**config.mk**
```make
export PLATFORM = sky130hd
export DESIGN_NAME = accumulator_unit_4_bit
export DESIGN_NICKNAME = d
export VERILOG_FILES = /design/src/rtl/accumulator_unit_4_bit_pkg.sv /design/src/rtl/adder_subtractor_4_bit.sv /design/src/rtl/accumulator_unit_4_bit.sv
export SDC_FILE = /design/constraint.sdc
export NUM_CORES = 1
export LEC_CHECK = 0
export BUFFER_PORTS_ARGS = -buffer_cell sky130_fd_sc_hd__buf_2
export CAP_MARGIN = 5
export CORE_UTILIZATION = 30
export CTS_CLUSTER_SIZE = 14
export DETAILED_ROUTE_END_ITERATION = 16
export SETUP_SLACK_MARGIN = 0.15
export SKIP_LAST_GASP = 1
export SYNTH_ARGS = -nofsm -noshare
export SYNTH_HDL_FRONTEND = slang
export SYNTH_SLANG_ARGS = --single-unit
```
**constraint.sdc**
```tcl
create_clock -name clk -period 5 [get_ports clk]
set_input_delay 0.75 -clock clk [delete_from_list [all_inputs] [get_ports clk]]
set_output_delay 0.75 -clock clk [all_outputs]
set_load 0.02 [all_outputs]
```
**src/rtl/accumulator_unit_4_bit_pkg.sv**
```systemverilog
// Shared opcodes, FSM state encoding and the signed-overflow helper
// used by the 4-bit accumulator stage.
package accumulator_unit_4_bit_pkg;

  localparam logic [1:0] OP_LOAD  = 2'b00;
  localparam logic [1:0] OP_ADD   = 2'b01;
  localparam logic [1:0] OP_SUB   = 2'b10;
  localparam logic [1:0] OP_CLEAR = 2'b11;

  typedef enum logic [1:0] {
    S_IDLE = 2'b00,
    S_EXEC = 2'b01,
    S_DONE = 2'b10
  } state_t;

  // Two's-complement overflow from sign bits of A, B and the raw result.
  // For SUB the effective B sign is inverted, hence the flipped compare.
  function automatic logic signed_ovf(input logic a3, input logic b3,
                                      input logic r3, input logic sub);
    if (sub) return (a3 != b3) && (r3 != a3);
    else     return (a3 == b3) && (r3 != a3);
  endfunction

endpackage

```
**src/rtl/adder_subtractor_4_bit.sv**
```systemverilog
// Combinational 4-bit adder/subtractor: M=0 gives num1+num2, M=1 gives
// num1+~num2+1. C4 is the raw carry-out of the 4-bit sum.
module adder_subtractor_4_bit (
  input  logic [3:0] num1,
  input  logic [3:0] num2,
  input  logic       M,
  output logic [3:0] ans,
  output logic       C4
);

  logic [3:0] num2_eff;

  assign num2_eff  = num2 ^ {4{M}};
  assign {C4, ans} = {1'b0, num1} + {1'b0, num2_eff} + {4'b0000, M};

endmodule

```
**src/rtl/accumulator_unit_4_bit.sv**
```systemverilog
// Handshaked accumulator stage: latches one op in IDLE, computes it in EXEC
// through adder_subtractor_4_bit, and holds the result in DONE until taken.
//
// state  | meaning
// S_IDLE | in_ready=1, waiting for in_valid to latch op/operand
// S_EXEC | adder inputs stable, acc/flags written at the next edge
// S_DONE | out_valid=1, outputs frozen until out_ready
module accumulator_unit_4_bit
  import accumulator_unit_4_bit_pkg::*;
#(
  parameter bit SATURATE   = 1'b0,
  parameter bit OVF_STICKY = 1'b1
) (
  input  logic       clk,
  input  logic       reset,
  input  logic       in_valid,
  output logic       in_ready,
  input  logic [1:0] op,
  input  logic [3:0] operand,
  output logic       out_valid,
  input  logic       out_ready,
  output logic [3:0] acc,
  output logic       carry,
  output logic       overflow,
  output logic       zero
);

  state_t     state;
  logic [1:0] op_q;
  logic [3:0] operand_q;

  logic [3:0] ans;
  logic       c4;
  logic       sub_sel;

  logic [3:0] acc_next;
  logic       carry_next;
  logic       ovf_next;
  logic       ovf_raw;

  assign sub_sel = (op_q == OP_SUB);

  adder_subtractor_4_bit u_addsub (
    .num1 (acc),
    .num2 (operand_q),
    .M    (sub_sel),
    .ans  (ans),
    .C4   (c4)
  );

  // Flags come from the unclamped sum; only acc itself is saturated.
  always_comb begin
    acc_next   = acc;
    carry_next = carry;
    ovf_next   = overflow;
    ovf_raw    = 1'b0;
    case (op_q)
      OP_LOAD: begin
        acc_next   = operand_q;
        carry_next = 1'b0;
        ovf_next   = OVF_STICKY ? overflow : 1'b0;
      end
      OP_ADD: begin
        ovf_raw    = signed_ovf(acc[3], operand_q[3], ans[3], 1'b0);
        carry_next = c4;
        acc_next   = (SATURATE && c4) ? 4'hF : ans;
        ovf_next   = OVF_STICKY ? (overflow | ovf_raw) : ovf_raw;
      end
      OP_SUB: begin
        ovf_raw    = signed_ovf(acc[3], operand_q[3], ans[3], 1'b1);
        carry_next = ~c4;
        acc_next   = (SATURATE && !c4) ? 4'h0 : ans;
        ovf_next   = OVF_STICKY ? (overflow | ovf_raw) : ovf_raw;
      end
      default: begin
        acc_next   = 4'h0;
        carry_next = 1'b0;
        ovf_next   = 1'b0;
      end
    endcase
  end

  always_ff @(posedge clk) begin
    if (reset) begin
      state     <= S_IDLE;
      op_q      <= 2'b00;
      operand_q <= 4'h0;
      acc       <= 4'h0;
      carry     <= 1'b0;
      overflow  <= 1'b0;
      zero      <= 1'b1;
      in_ready  <= 1'b1;
      out_valid <= 1'b0;
    end else begin
      case (state)
        S_IDLE: begin
          if (in_valid) begin
            op_q      <= op;
            operand_q <= operand;
            in_ready  <= 1'b0;
            state     <= S_EXEC;
          end
        end
        S_EXEC: begin
          acc       <= acc_next;
          carry     <= carry_next;
          overflow  <= ovf_next;
          zero      <= (acc_next == 4'h0);
          out_valid <= 1'b1;
          state     <= S_DONE;
        end
        S_DONE: begin
          if (out_ready) begin
            out_valid <= 1'b0;
            in_ready  <= 1'b1;
            state     <= S_IDLE;
          end
        end
        default: begin
          out_valid <= 1'b0;
          in_ready  <= 1'b1;
          state     <= S_IDLE;
        end
      endcase
    end
  end

endmodule
```
==> flow_summary.ini <==
[route]
antenna_left = 0
routedWlPerCell_um = 11.4
dr.first_iter.drc_count = 19
firstDrtPassIters = 4
routed_wl_mm = 2.00
drc = 0
vias = 842
avgViaCountPerCell = 4.81

[synth]
netlist_area_um2 = 960
async_flop_share_pct = 0
synthFlopType = dfxtp_1
yosysMostFrequentCell = nor2_1
yosys-top-cells-area = dfxtp_1, ha_1, nor2_1, mux2i_1, nor2b_1
synth_cell_types = 37
netlist.area_leader.share_pct = 35.5
yosysTopAreaCell = dfxtp_1
yosys-top-cells-count = nor2_1, dfxtp_1, a21oi_1, ha_1, nor2b_1
yosys_register_bits = 17
syn_nets = 130
syn_area_per_cell_um2 = 8.57
yosysSeqAreaShare_pct = 35.5
synth_edf_count = 0
synthCells = 112
yosys_warnings = 0

[die]
die_area_um2 = 3430
start_util_pct = 31.4
ioPinCount = 19
core_area_um2 = 3050
rows = 20
die_x_um = 58.6
dieHeight_um = 58.6

[setup_path]
critPathLaunchType = flip-flop
critPathKind = flip-flop to flip-flop
r2r-start = op_q[0]
rrSetupSlack_ps = 2700
critPathArrivalTime_ps = 2490
end_kind = flip-flop
required_ps = 5190
critPathMaxFanout = 5
worstReg2RegEnd = zero
reg2reg_depth = 9

[cts]
cts_tree = built
insertion_delay_ps = 290
cts_buffers = 3
clkTransAtPathRegs_ps = 100
clk_path_buf_depth = 2
htree_levels = 1
cts.sinks = 17
post_cts_resized = 0
cts-root-buf = clkbuf_4
cts-hold-fix-buffers = 0
postCtsSetupRepairBufs = 0

[run_status]
outcome = completed

[global_route]
grt_first_pass_wirelength_mm = 3.53
first_global_vias = 813
overflow = 0
antenna_found_initial = 0
grt_max_degree = 19
grt.total_usage_pct = 13.2

[sta]
setup_violations = 0
max_freq_ghz = 0.435
tightest_slew_ps = 678
post-route-period-util_pct = 45.9
timing.hold.ws_ps = 472
rsz0062_at_grt = no
hold_viol_final = 0
setup_tns_ps = 0
relSlewSlack_pct = 54.7
min_period_ps = 2300
fin_skew_ps = 5.27
maxSlewViolCount = 0

[worst_hold_path]
worstHoldStart = overflow
hold_end = overflow
worstHoldPathType = flip-flop to flip-flop
hold_path_depth = 2

[finish]
antenna_cells = 0
area.growth.synth_to_final_pct = 16.9
fin_nets = 150
finalNonFillerCells = 175
drive_gt1_share_pct = 17.6
fin_area_um2 = 1120

[place]
finalWeightedCongestion = 0.807
placed_cell_area_um2 = 1100
place_inst = 171
place.detailed.hpwl_mm = 1.53
port_buffers = 18

[power]
p_leak_nw = 0.481
ir_drop_mv = 0.0647
power.density_nw_per_um2 = 265

[job]
maxCapViolCount = 0
[how the worst max path moves through the flow]
stage / from / to / slack [ps] / cells past startpoint
finish: op_q[0] / zero / 2700 / 9
global route: op_q[0] / carry / 2560 / 8
CTS: op_q[0] / zero / 2720 / 9
detailed placement: op_q[0] / zero / 2750 / 9
global placement: op_q[0] / carry / 2790 / 8
floorplan: op_q[0] / zero / 2900 / 9
[kinds of logic after synthesis]
| group | Yosys count | share of synthesized area [%] |
|---|---|---|
| simple gates | 43 | 22.9 |
| compound gates | 25 | 17.5 |
| flops | 17 | 35.5 |
| buf+inv | 10 | 4.04 |
| fa+ha+maj | 8 | 11.2 |
| mux | 5 | 5.22 |
| xor+xnor | 4 | 3.65 |
[cell usage in the layout (no fill, tap or decap), drive strengths merged, types with 2 or more instances in the layout]
master,netlist,routed
a21oi,7,7
mux2i,5,5
or3b,2,2
nand2,5,5
ha,7,7
xor2,3,3
buf,2,19
clkbuf,2,4
inv,6,6
nor2,18,18
o21a,2,2
o211ai,3,3
a211oi,2,2
nor2b,7,7
dfxtp,17,17
o21ai,3,3
and2,2,2
[critical path: stages, from the launching register on]
cell and delay, ps:
dfxtp_1 370, inv_1 90, ha_1 280, xor2_1 210, inv_1 90, fa_1 430, xnor2_1 170, a22oi_1 100
o211a_1 220, a31o_2 230
[state kept, by name, summed over array words and instances (netlist names)]
name	cells
carry	1
acc	4
out_valid	1
in_ready	1
overflow	1
op_q	2
state	2
operand_q	4
zero	1
[stage by stage]
stage / total power, W / utilization [%] / setup slack (ps)
after floorplan: 0.000208 / - / 2900
after global placement: 0.000226 / 35.9 / 2790
after detailed placement: 0.000227 / 35.9 / 2750
after CTS: 0.000302 / 36.8 / 2720
after global routing: 0.000316 / 36.8 / 2560
final: 0.000298 / 36.8 / 2700
[metal layers]
layer,part of all wire [%],track usage [%],up-vias
met5,0,0,-
met1,50,17.1,387
met4,1.9,6.12,0
met2,45,22.2,22
met3,3.9,1.54,4
li1,-,-,429
[layout make-up]
| cell class | count | area [µm²] |
|---|---|---|
| clock buffer | 4 | 26.3 |
| fill | 341 | 1930 |
| inverter | 6 | 22.5 |
| multi-input combinational | 85 | 581 |
| sequential | 17 | 340 |
| tap | 44 | 55.1 |
| timing repair buffer | 19 | 97.6 |
[where the power goes]
part           leakage, nW  internal (W)  switching, W
Combinational        0.326     0.0000312     0.0000411
Clock               0.0150     0.0000310     0.0000431
Sequential           0.139      0.000144    0.00000743
Total                0.481      0.000206     0.0000917
No activity file was read; power rests on OpenSTA's default activity.
